**config.mk**
```make
export PLATFORM = sky130hd
export DESIGN_NAME = axis_width_conv_narrow_wide
export DESIGN_NICKNAME = d
export VERILOG_FILES = /design/src/rtl/axis_width_conv_pkg.sv /design/src/rtl/axis_width_conv_narrow_wide.sv
export SDC_FILE = /design/constraint.sdc
export NUM_CORES = 1
export LEC_CHECK = 0
export ABC_AREA = 1
export CAP_MARGIN = 5
export CORE_ASPECT_RATIO = 1.25
export CORE_MARGIN = 4
export CORE_UTILIZATION = 53
export CTS_CLUSTER_DIAMETER = 50
export DETAILED_ROUTE_END_ITERATION = 7
export PLACE_DENSITY = 0.77
export SYNTH_ARGS = -nofsm -noshare
export SYNTH_HDL_FRONTEND = slang
export SYNTH_SLANG_ARGS = --single-unit
export TNS_END_PERCENT = 20
```
**constraint.sdc**
```tcl
create_clock -name clk -period 2.1 [get_ports clk]
set_clock_uncertainty 0.2 [all_clocks]
set_input_delay 0.42 -clock clk [delete_from_list [all_inputs] [get_ports clk]]
set_output_delay 0.42 -clock clk [all_outputs]
set_load 0.02 [all_outputs]
```
**src/rtl/axis_width_conv_pkg.sv**
```systemverilog
// Shared definitions for the narrow/wide stream width converters.
package axis_width_conv_pkg;

    // Width of the accepted-bit counter exposed by both converters.
    localparam int BIT_COUNT_W = 16;

    // Legal geometry: the wide word must be a whole multiple (at least 2) of the narrow word.
    function automatic bit width_ok(input int m, input int n);
        if (m <= 0) return 1'b0;
        if ((n % m) != 0) return 1'b0;
        return (n / m) >= 2;
    endfunction

    // No completed slot is waiting: write and read pointers coincide.
    function automatic logic is_empty(input logic wr_page, input logic wr_ext,
                                      input logic rd_page, input logic rd_ext);
        return (wr_ext == rd_ext) && (wr_page == rd_page);
    endfunction

    // Both slots hold completed, unread words: writer is a full lap ahead.
    function automatic logic is_full(input logic wr_page, input logic wr_ext,
                                     input logic rd_page, input logic rd_ext);
        return (wr_ext != rd_ext) && (wr_page == rd_page);
    endfunction

endpackage

```
**src/rtl/axis_width_conv_narrow_wide.sv**
```systemverilog
// Narrow-to-wide stream width converter: packs K = N/M narrow words into one
// wide word, most-significant lane first, through a two-slot page buffer.
module axis_width_conv_narrow_wide
    import axis_width_conv_pkg::*;
#(
    parameter int M = 4,
    parameter int N = 8
) (
    input  logic                   clk,
    input  logic                   rst,
    output logic                   s_axis_tnext,
    input  logic [M-1:0]           s_axis_tdata,
    input  logic                   s_axis_tfirst,
    input  logic                   s_axis_tvalid,
    input  logic                   m_axis_tnext,
    output logic [N-1:0]           m_axis_tdata,
    output logic                   m_axis_tfirst,
    output logic                   m_axis_tvalid,
    output logic [BIT_COUNT_W-1:0] bit_count
);

    localparam int K  = N / M;
    localparam int LW = (K > 1) ? $clog2(K) : 1;
    localparam logic [LW-1:0] LANE_TOP  = LW'(K - 1);
    localparam logic [LW-1:0] LANE_NEXT = LW'(K - 2);

    if (!width_ok(M, N)) begin : g_width_err
        $error("axis_width_conv_narrow_wide: N must be a multiple of M with N/M >= 2");
    end

    // Page pointers behave as a 2-bit counter {ext, page}; ext disambiguates full from empty.
    typedef struct packed {
        logic [1:0][N-1:0]      data;
        logic [1:0]             first;
        logic                   wr_page;
        logic                   wr_ext;
        logic [LW-1:0]          wr_lane;
        logic                   rd_page;
        logic                   rd_ext;
        logic [BIT_COUNT_W-1:0] bit_count;
    } regs_t;

    regs_t r;
    regs_t nxt;

    logic full;
    logic empty;
    logic mid_first;
    logic accept_norm;
    logic accept_mid;
    logic rd_fire;
    int   lane_lo;

    // Next-state and output logic; input acceptance depends only on registered state and source inputs.
    always_comb begin
        nxt         = r;
        full        = is_full(r.wr_page, r.wr_ext, r.rd_page, r.rd_ext);
        empty       = is_empty(r.wr_page, r.wr_ext, r.rd_page, r.rd_ext);
        mid_first   = s_axis_tvalid && s_axis_tfirst && (r.wr_lane != LANE_TOP);
        accept_norm = s_axis_tvalid && !full && !mid_first;
        accept_mid  = mid_first && empty;
        rd_fire     = m_axis_tnext && !empty;
        lane_lo     = int'(r.wr_lane) * M;

        s_axis_tnext  = !rst && (accept_norm || accept_mid);
        m_axis_tvalid = !empty;
        m_axis_tdata  = r.data[r.rd_page];
        m_axis_tfirst = r.first[r.rd_page] && !empty;
        bit_count     = r.bit_count;

        if (accept_norm) begin
            if (r.wr_lane == LANE_TOP) begin
                nxt.data[r.wr_page]  = {s_axis_tdata, {(N-M){1'b0}}};
                nxt.first[r.wr_page] = s_axis_tfirst;
            end else begin
                nxt.data[r.wr_page][lane_lo +: M] = s_axis_tdata;
            end
            if (r.wr_lane == '0) begin
                {nxt.wr_ext, nxt.wr_page} = {r.wr_ext, r.wr_page} + 2'd1;
                nxt.wr_lane = LANE_TOP;
            end else begin
                nxt.wr_lane = r.wr_lane - 1'b1;
            end
            nxt.bit_count = r.bit_count + BIT_COUNT_W'(M);
        end else if (accept_mid) begin
            // Close the partial slot as-is (its unwritten lanes are already zero) and start the other one.
            nxt.data[!r.wr_page]  = {s_axis_tdata, {(N-M){1'b0}}};
            nxt.first[!r.wr_page] = 1'b1;
            {nxt.wr_ext, nxt.wr_page} = {r.wr_ext, r.wr_page} + 2'd1;
            nxt.wr_lane   = LANE_NEXT;
            nxt.bit_count = r.bit_count + BIT_COUNT_W'(M);
        end

        if (rd_fire) begin
            {nxt.rd_ext, nxt.rd_page} = {r.rd_ext, r.rd_page} + 2'd1;
        end
    end

    // State register; reset discards partial groups and unread words.
    always_ff @(posedge clk) begin
        if (rst) begin
            r         <= '0;
            r.wr_lane <= LANE_TOP;
        end else begin
            r <= nxt;
        end
    end

endmodule

```
# Yosys cells after proc, flatten, opt, wreduce, memory -nomap -nowiden
# Index checks and enable logic that the tools add are counted.
[totals] ff_bits=39 inputBits=9 word_cells=75
[classes] eq_ne=5 shifts=2 muxes=26 n_bitwise=2 order_cmp=5 n_addsub=5 n_reduce_logical=21
[op_table] op="bitwise mux 16 bit" count=3
[op_table] op="2-to-1 mux 16 bit" count=3
[op_table] op="2-to-1 mux 21 bit" count=2
[op_table] op="2-to-1 mux 8 bit" count=5
[op_table] op="negator 3 -> 33 bit" count=1
[op_table] op="variable shift 4 x 33 -> 8 bit (first input constant)" count=1
[op_table] op="indexed part select 4 x 33 -> 8 bit" count=1
[op_table] op="demux 8 bit (select 1 bit)" count=3
[op_table] op="adder 16 x 3 -> 16 bit (second input constant)" count=1
[op_table] op="logical AND 1 bit" count=12
[op_table] op="less-than comparator 1 x 2 -> 1 bit (second input constant)" count=3
[op_table] op="zero test 1 bit" count=5
[op_table] op="2-to-1 mux 1 bit" count=5
[op_table] op="adder 2 x 1 -> 2 bit (second input constant)" count=2
[op_table] op="2-to-1 mux 2 bit" count=2
[op_table] op="inequality test 2 bit (second input constant)" count=2
[op_table] op="AND reduction 2 bit" count=2
[op_table] op="bitwise mux 2 bit" count=1
[op_table] op="demux 1 bit (select 1 bit)" count=2
[op_table] op="== test 1 bit" count=2
[op_table] op=">= comparator 1 bit (second input constant)" count=2
[op_table] op="bitwise OR 2 bit" count=1
[op_table] op="nonzero test 2 bit" count=1
[op_table] op="logical OR 1 bit" count=1
[op_table] op="other kinds (3)" count=3

# Longest topological paths before layout
# Gate-level depths: netlist of the first run.
[logic_depth] depth_word=8 depth_mapped=11 depth_no_buf=11

# Least setup slack after synthesis of the first run
# Ideal clock, no wire load.
[synth_path] path_type="input -> output" from="in s_axis_tfirst" to="out s_axis_tnext" path_stages=8 arrival_ns=1.401 path_slack_ns=0.079 n_path_buf=1 path_cell_list="nand2_1 -> nor2_1 -> nor2_2 -> nand2_4 -> nand2_2 -> buf_6 -> inv_4 -> nor2_1"
[synth_via] elab_chain_len=6 word_cells_on_any_way=7 classes_between="7 x reduce/logical"
[synth_rtl] item="start, declared" line_no="axis_width_conv_narrow_wide.sv:13" rtl="input logic s_axis_tfirst,"
[synth_rtl] item="logical AND 1 bit (*) (2 in series)" line_no="axis_width_conv_narrow_wide.sv:59" rtl="mid_first = s_axis_tvalid && s_axis_tfirst && (r.wr_lane != LANE_TOP);"
[synth_rtl] item="zero test 1 bit" line_no="axis_width_conv_narrow_wide.sv:60" rtl="accept_norm = s_axis_tvalid && !full && !mid_first;"
[synth_rtl] item="logical AND 1 bit" line_no="axis_width_conv_narrow_wide.sv:60"
[synth_rtl] item="logical OR 1 bit (*)" line_no="axis_width_conv_narrow_wide.sv:65" rtl="s_axis_tnext = !rst && (accept_norm || accept_mid);"
[synth_rtl] item="logical AND 1 bit (*)" line_no="axis_width_conv_narrow_wide.sv:65"
[synth_rtl] item="end, declared" line_no="axis_width_conv_narrow_wide.sv:11" rtl="output logic s_axis_tnext,"
# Mark *: on every way between the ends. The rest lies on a longest branch, timed or not.

# Worst setup path after layout of the first run
[layout_path] from="reg r (netlist bit bit_count[12])" to="out bit_count[12]"
[layout_lines] item="start, declared" line_no="axis_width_conv_narrow_wide.sv:43" rtl="regs_t r;"
[layout_lines] item="start signal, assigned" line_no="axis_width_conv_narrow_wide.sv:105" rtl="r <= nxt;"
[layout_lines] item="end, declared" line_no="axis_width_conv_narrow_wide.sv:19" rtl="output logic [BIT_COUNT_W-1:0] bit_count"
# No word-level cell between the ends.

==> results of run 1 <==
==> cells by family after synthesis <==
group,Yosys count,synth area share
and+or+nand+nor,171,0.359
xor gates and xnor gates,2,0.00834
AOI/OAI and AO/OA,51,0.128
other,1,0.00179
buffers and inverters,61,0.144
DFF,37,0.353
adders and majority gates,1,0.00596
==> sequential cells by signal, summed over array words and instances (netlist names) <==
name / flops
r: 23
bit_count: 14
==> Yosys cell counts <==
library cell,n
nand2_2,6
nand3_2,3
nand2_1,94
nand2_4,5
buf_6,1
nor2_2,1
a21oi_1,29
o21ai_2,1
nor3_1,4
nor2_1,35
inv_1,34
o21bai_2,1
dfxtp_1,37
ha_1,1
nand4_1,2
buf_4,17
nand3_1,20
o21ai_0,19
clkbuf_1,5
inv_2,3
xor2_1,2
inv_4,1
nor3b_1,1
conb_1,1
o211ai_1,1
==> metal layers <==
| metal | track usage | vias up | part of all wire |
|---|---|---|---|
| met4 | 0.0994 | 0 | 0.024 |
| met1 | 0.212 | 924 | 0.42 |
| li1 | - | 1085 | - |
| met2 | 0.370 | 49 | 0.52 |
| met5 | 0 | - | 0 |
| met3 | 0.0472 | 12 | 0.034 |
==> final timing paths <==
| path | slack [ns] | cells after the start | end | startpoint |
|---|---|---|---|---|
| max | 0.11 | 1 | bit_count[12] | bit_count[12]$_SDFFE_PP0N_ |
| max reg2reg | 0.44 | 10 | r[37]$_SDFFE_PP0P_ | r[17]$_SDFFE_PP0P_ |
| min reg2reg | 0.26 | 2 | r[26]$_SDFFE_PP0P_ | r[26]$_SDFFE_PP0P_ |
| min | 0.26 | 2 | r[26]$_SDFFE_PP0P_ | r[26]$_SDFFE_PP0P_ |
==> metrics by stage <==
step,power [W],utilization
2_1_floorplan,0.00108,-
3_3_place_gp,0.00125,0.659
3_5_place_dp,0.00126,0.659
4_1_cts,0.00186,0.686
5_1_grt,0.00196,0.692
6_report,0.00185,0.692
==> area by class of cell <==
cell class	instances	area, um2
fillers	359	1170
clock buffers	6	72.6
well taps	54	67.6
flip-flops and latches	37	744
repair buffers	56	485
inverters	38	145
multi-input cells	227	1090
clock inverters	2	38.8
==> what timing repair did <==
action	CTS	global route
endpoints found under the hold margin	0	0
setup endpoints to repair	11	4
resized for setup	18	13
pin swaps	0	3
==> power groups by stage <==
| stage | combinational, W | sequential [W] | clock, W |
|---|---|---|---|
| after floorplan | 0.000302 | 0.000783 | 0 |
| after global placement | 0.000465 | 0.000788 | 0 |
| after detailed placement | 0.000472 | 0.000790 | 0 |
| after CTS | 0.000459 | 0.000774 | 0.000624 |
| after global routing | 0.000517 | 0.000781 | 0.000657 |
| final | 0.000462 | 0.000776 | 0.000612 |
==> results.ini, run 1 <==
[worst_setup_path]
crit_slowest_cell = clkdlybuf4s50_1
path_class = register to primary output
critPathLaunchType = register
worst-path-buf-inv = 1
max_stage_delay_ns = 0.65
worst_setup_path_end_kind = primary output
required_ns = 1.48
cp_cell_sequence = clkdlybuf4s50_1
cp_max_fo = 6
worst_ep_arrival_time_ns = 1.37
crit_family = buffers and inverters

[placed_design]
dp_hpwl_um = 3610
routabilityCongestion = 0.885
placedCellCount = 412
port_buffers = 33
place_area_um2 = 2520
post-place-ws_ns = -0.650

[global_routing]
grt_pass1_wl_um = 8020
grt_usage = 0.202
grt_overflow = 0
grt_pass1_vias = 1952
grt_max_degree = 20
antenna_found_initial = 0

[power_and_ir_drop]
ir_worst_vdd_mv = 0.373
leakagePower_nw = 1.20
p_switching_w = 0.000566
power_density_nw_per_um2 = 701
p_clk_frac = 0.331
p_seq_frac = 0.420
p_int_w = 0.00128
switching_share = 0.306
power_frac_comb = 0.250

[finish]
mostFrequentLayoutCell = nand2_1
final_area_um2 = 2640
drive_gt1_frac = 0.161
antenna_cells = 0
area_delta_synth_final_pct = 25.8
fin_nets = 375
stdcell_count = 420
mostFrequentLayoutCells = nand2_1, inv_1, nor2_1, dfxtp_1, a21oi_1

[detailed_routing]
drtPass1Iterations = 4
vias = 2070
drcViolationCount = 0
ant_nets = 0
vias_per_cell = 4.93
wire_per_inst_um = 11.3
drtIter0Drc = 125
wirelength_um = 4750

[timing]
clock.fmax_ghz = 0.502
period_share = 0.949
whs_ns = 0.261
setup_tns_ns = 0
hold_violations = 0
setup_viol = 0
rsz0062_at_grt = no
drv_slew = 0
period_needed_ns = 1.99
setup_slack_ns = 0.107

[die]
core_um2 = 3820
rows = 25
initial_core_util = 0.550
die-area_um2 = 5040
die_x_um = 64.3
io-pin-count = 36
die_y_um = 78.4

[yosys]
synth.area.top_cells = dfxtp_1, nand2_1, a21oi_1, nor2_1, buf_4
yosysWarnings = 0
synth_top_area_cell = dfxtp_1
netlist_instances = 324
syn_area_per_cell_um2 = 6.48
synth-seq-cells = 37
synth.top_cell.area_share = 0.353
syn_area_um2 = 2100
ys_seq_area_frac = 0.353
synthDistinctLibCells = 25

[outcome]
status = finished, final reports clean

[cts]
clkTransAtPathRegs_ns = 0.07
root_buffer = clkbuf_8
cts.htree.levels = 2
cts_tree = yes
clk_path_buf_depth = 2
cts_setup_buffers = 0
holdBufCountCts = 0
clkLatencyLatePin_ns = 0.29
numClockSinks = 37
cts-buffers-inserted = 5

[run]
cap_violations = 0

[worst_hold_path]
min_path_type = register to register

No activity file was read; power rests on OpenSTA's default activity.
==> run 2, diff against run 1 <==
==> constraint.sdc (replaced) <==
create_clock -name clk -period 2.15 [get_ports clk]
set_clock_uncertainty 0.2 [all_clocks]
set_input_delay 0.43 -clock clk [delete_from_list [all_inputs] [get_ports clk]]
set_output_delay 0.43 -clock clk [all_outputs]
set_load 0.02 [all_outputs]
==> results.ini, run 2 (synthesis results as in run 1) <==
[outcome]
status = finished, final reports clean  ; unchanged

[cts]
cts_setup_buffers = 0  ; unchanged
clk_path_buf_depth = 2  ; unchanged
clkLatencyLatePin_ns = 0.29  ; about the same
root_buffer = clkbuf_8  ; unchanged
cts_tree = yes  ; unchanged
holdBufCountCts = 0  ; unchanged
numClockSinks = 37  ; unchanged
clkTransAtPathRegs_ns = 0.07  ; about the same
cts-buffers-inserted = 5  ; unchanged
cts.htree.levels = 2  ; unchanged

[timing]
period_needed_ns = 2.04
drv_slew = 0  ; unchanged
rsz0062_at_grt = no  ; unchanged
clock.fmax_ghz = 0.491
period_share = 0.947
setup_slack_ns = 0.115  ; was 0.107 ns
setup_viol = 0  ; unchanged
hold_violations = 0  ; unchanged
setup_tns_ns = 0  ; unchanged

[worst_setup_path]
r2r_slack_ns = 0.49  ; was 0.44 ns
cpMostUsedCell = nand2_1
max_stage_delay_ns = 0.33  ; was 0.65 ns
worst_setup_path_end_kind = primary output  ; unchanged
critPathLaunchType = register  ; unchanged
required_ns = 1.52  ; was 1.48 ns
cp_max_fo = 4  ; was 6
crit_slowest_cell = dfxtp_1  ; was clkdlybuf4s50_1
path_class = register to primary output  ; unchanged
cp_cell_sequence = inv_1 -> nand2_1 -> nand2_1 -> nand2_1 -> buf_4 -> dlygate4sd2_1  ; was clkdlybuf4s50_1
worst_ep_arrival_time_ns = 1.41  ; was 1.37 ns

[die]
initial_core_util = 0.550  ; unchanged
die-area_um2 = 5040  ; unchanged
rows = 25  ; unchanged
die_x_um = 64.3  ; unchanged
die_y_um = 78.4  ; unchanged
io-pin-count = 36  ; unchanged
core_um2 = 3820  ; unchanged

[global_routing]
grt_pass1_vias = 1917  ; was 1,952
antenna_found_initial = 0  ; unchanged
grt_usage = 0.204  ; was 0.202
grt_max_degree = 20  ; unchanged
grt_pass1_wl_um = 8070  ; was 8020 um
grt_overflow = 0  ; unchanged

[run]
cap_violations = 0  ; unchanged

[power_and_ir_drop]
power_density_nw_per_um2 = 640  ; was 701 nW/um2
leakagePower_nw = 1.18  ; was 1.20 nW
ir_worst_vdd_mv = 0.545  ; was 0.373 mV

[finish]
drive_gt1_frac = 0.151  ; was 0.161
mostFrequentLayoutCells = nand2_1, dfxtp_1, inv_1, nor2_1, a21oi_1  ; was nand2_1, inv_1, nor2_1, dfxtp_1, a21oi_1
mostFrequentLayoutCell = nand2_1  ; unchanged
area_delta_synth_final_pct = 23.5  ; was 25.8%
regMostFlops = r  ; unchanged
antenna_cells = 0  ; unchanged
largest_reg_flops = 23  ; unchanged
final_area_um2 = 2590  ; was 2640 um2
fin_nets = 373  ; was 375

[detailed_routing]
drtIter0Drc = 106  ; was 125
vias_per_cell = 4.86  ; was 4.93
wirelength_um = 4660  ; was 4750 um
drtPass1Iterations = 4  ; unchanged
drcViolationCount = 0  ; unchanged
ant_nets = 0  ; unchanged
wire_per_inst_um = 11.2  ; was 11.3 um
vias = 2030  ; was 2,070

[placed_design]
dp_hpwl_um = 3550  ; was 3610 um
routabilityCongestion = 0.885  ; about the same
place_area_um2 = 2500  ; was 2520 um2
port_buffers = 33  ; unchanged
post-place-ws_ns = -0.618  ; was -0.650 ns

[worst_hold_path]
min_path_type = register to register  ; unchanged

==> run 2: critical path: cells and delay by family, from the launching register on <==
kind / cells / cell delay (ns)
AND/OR/NAND/NOR: 3 / 0.24
flip-flops: 1 / 0.33
buffers and inverters: 3 / 0.56
==> run 2: what timing repair did <==
item / CTS / global route
resized for setup: 15 / 11
endpoints found under the setup margin: 11 / 3
pin swaps: 0 / 3
==> run 2: final timing paths <==
check | endpoint | startpoint | cells past startpoint
setup / recovery | m_axis_tvalid | r[16]$_SDFFE_PP0P_ | 6
hold / removal | r[25]$_SDFFE_PP0P_ | r[25]$_SDFFE_PP0P_ | 2
setup reg to reg | r[38]$_SDFFE_PP0P_ | r[16]$_SDFFE_PP0P_ | 10
hold reg to reg | r[25]$_SDFFE_PP0P_ | r[25]$_SDFFE_PP0P_ | 2
==> run 2: metal layers <==
layer / global-route usage / vias to the layer above / share of wire
met4: 0.0973 / 0 / 0.027
li1: - / 1078 / -
met3: 0.0429 / 12 / 0.033
met2: 0.373 / 41 / 0.53
met5: 0 / - / 0
met1: 0.221 / 899 / 0.41
==> run 2: area by class of cell <==
type,instances,area [um2]
Tap cell,54,67.6
Sequential cell,37,743
Multi-Input combinational cell,227,1080
Inverter,38,145
Timing Repair Buffer,54,474
Fill cell,371,1220
Clock inverter,2,10.0
Clock buffer,6,72.6
==> run 2: power by group <==
part	internal, W	switching (W)	total [W]	leakage [nW]
Sequential	0.000729	0.0000295	0.000759	0.302
Clock	0.000224	0.000234	0.000458	0.0450
Combinational	0.000175	0.000268	0.000443	0.837
==> run 2: stage by stage <==
stage | power, W | hold slack (ns) | util | instances
finish | 0.00166 | 0.263 | 0.679 | 418
global route | 0.00178 | 0.278 | 0.679 | 418
CTS | 0.00168 | 0.265 | 0.673 | 418
detailed placement | 0.00123 | 0.254 | 0.655 | 410
global placement | 0.00122 | 0.250 | 0.655 | 410
floorplan | 0.00106 | 0.241 | - | 325
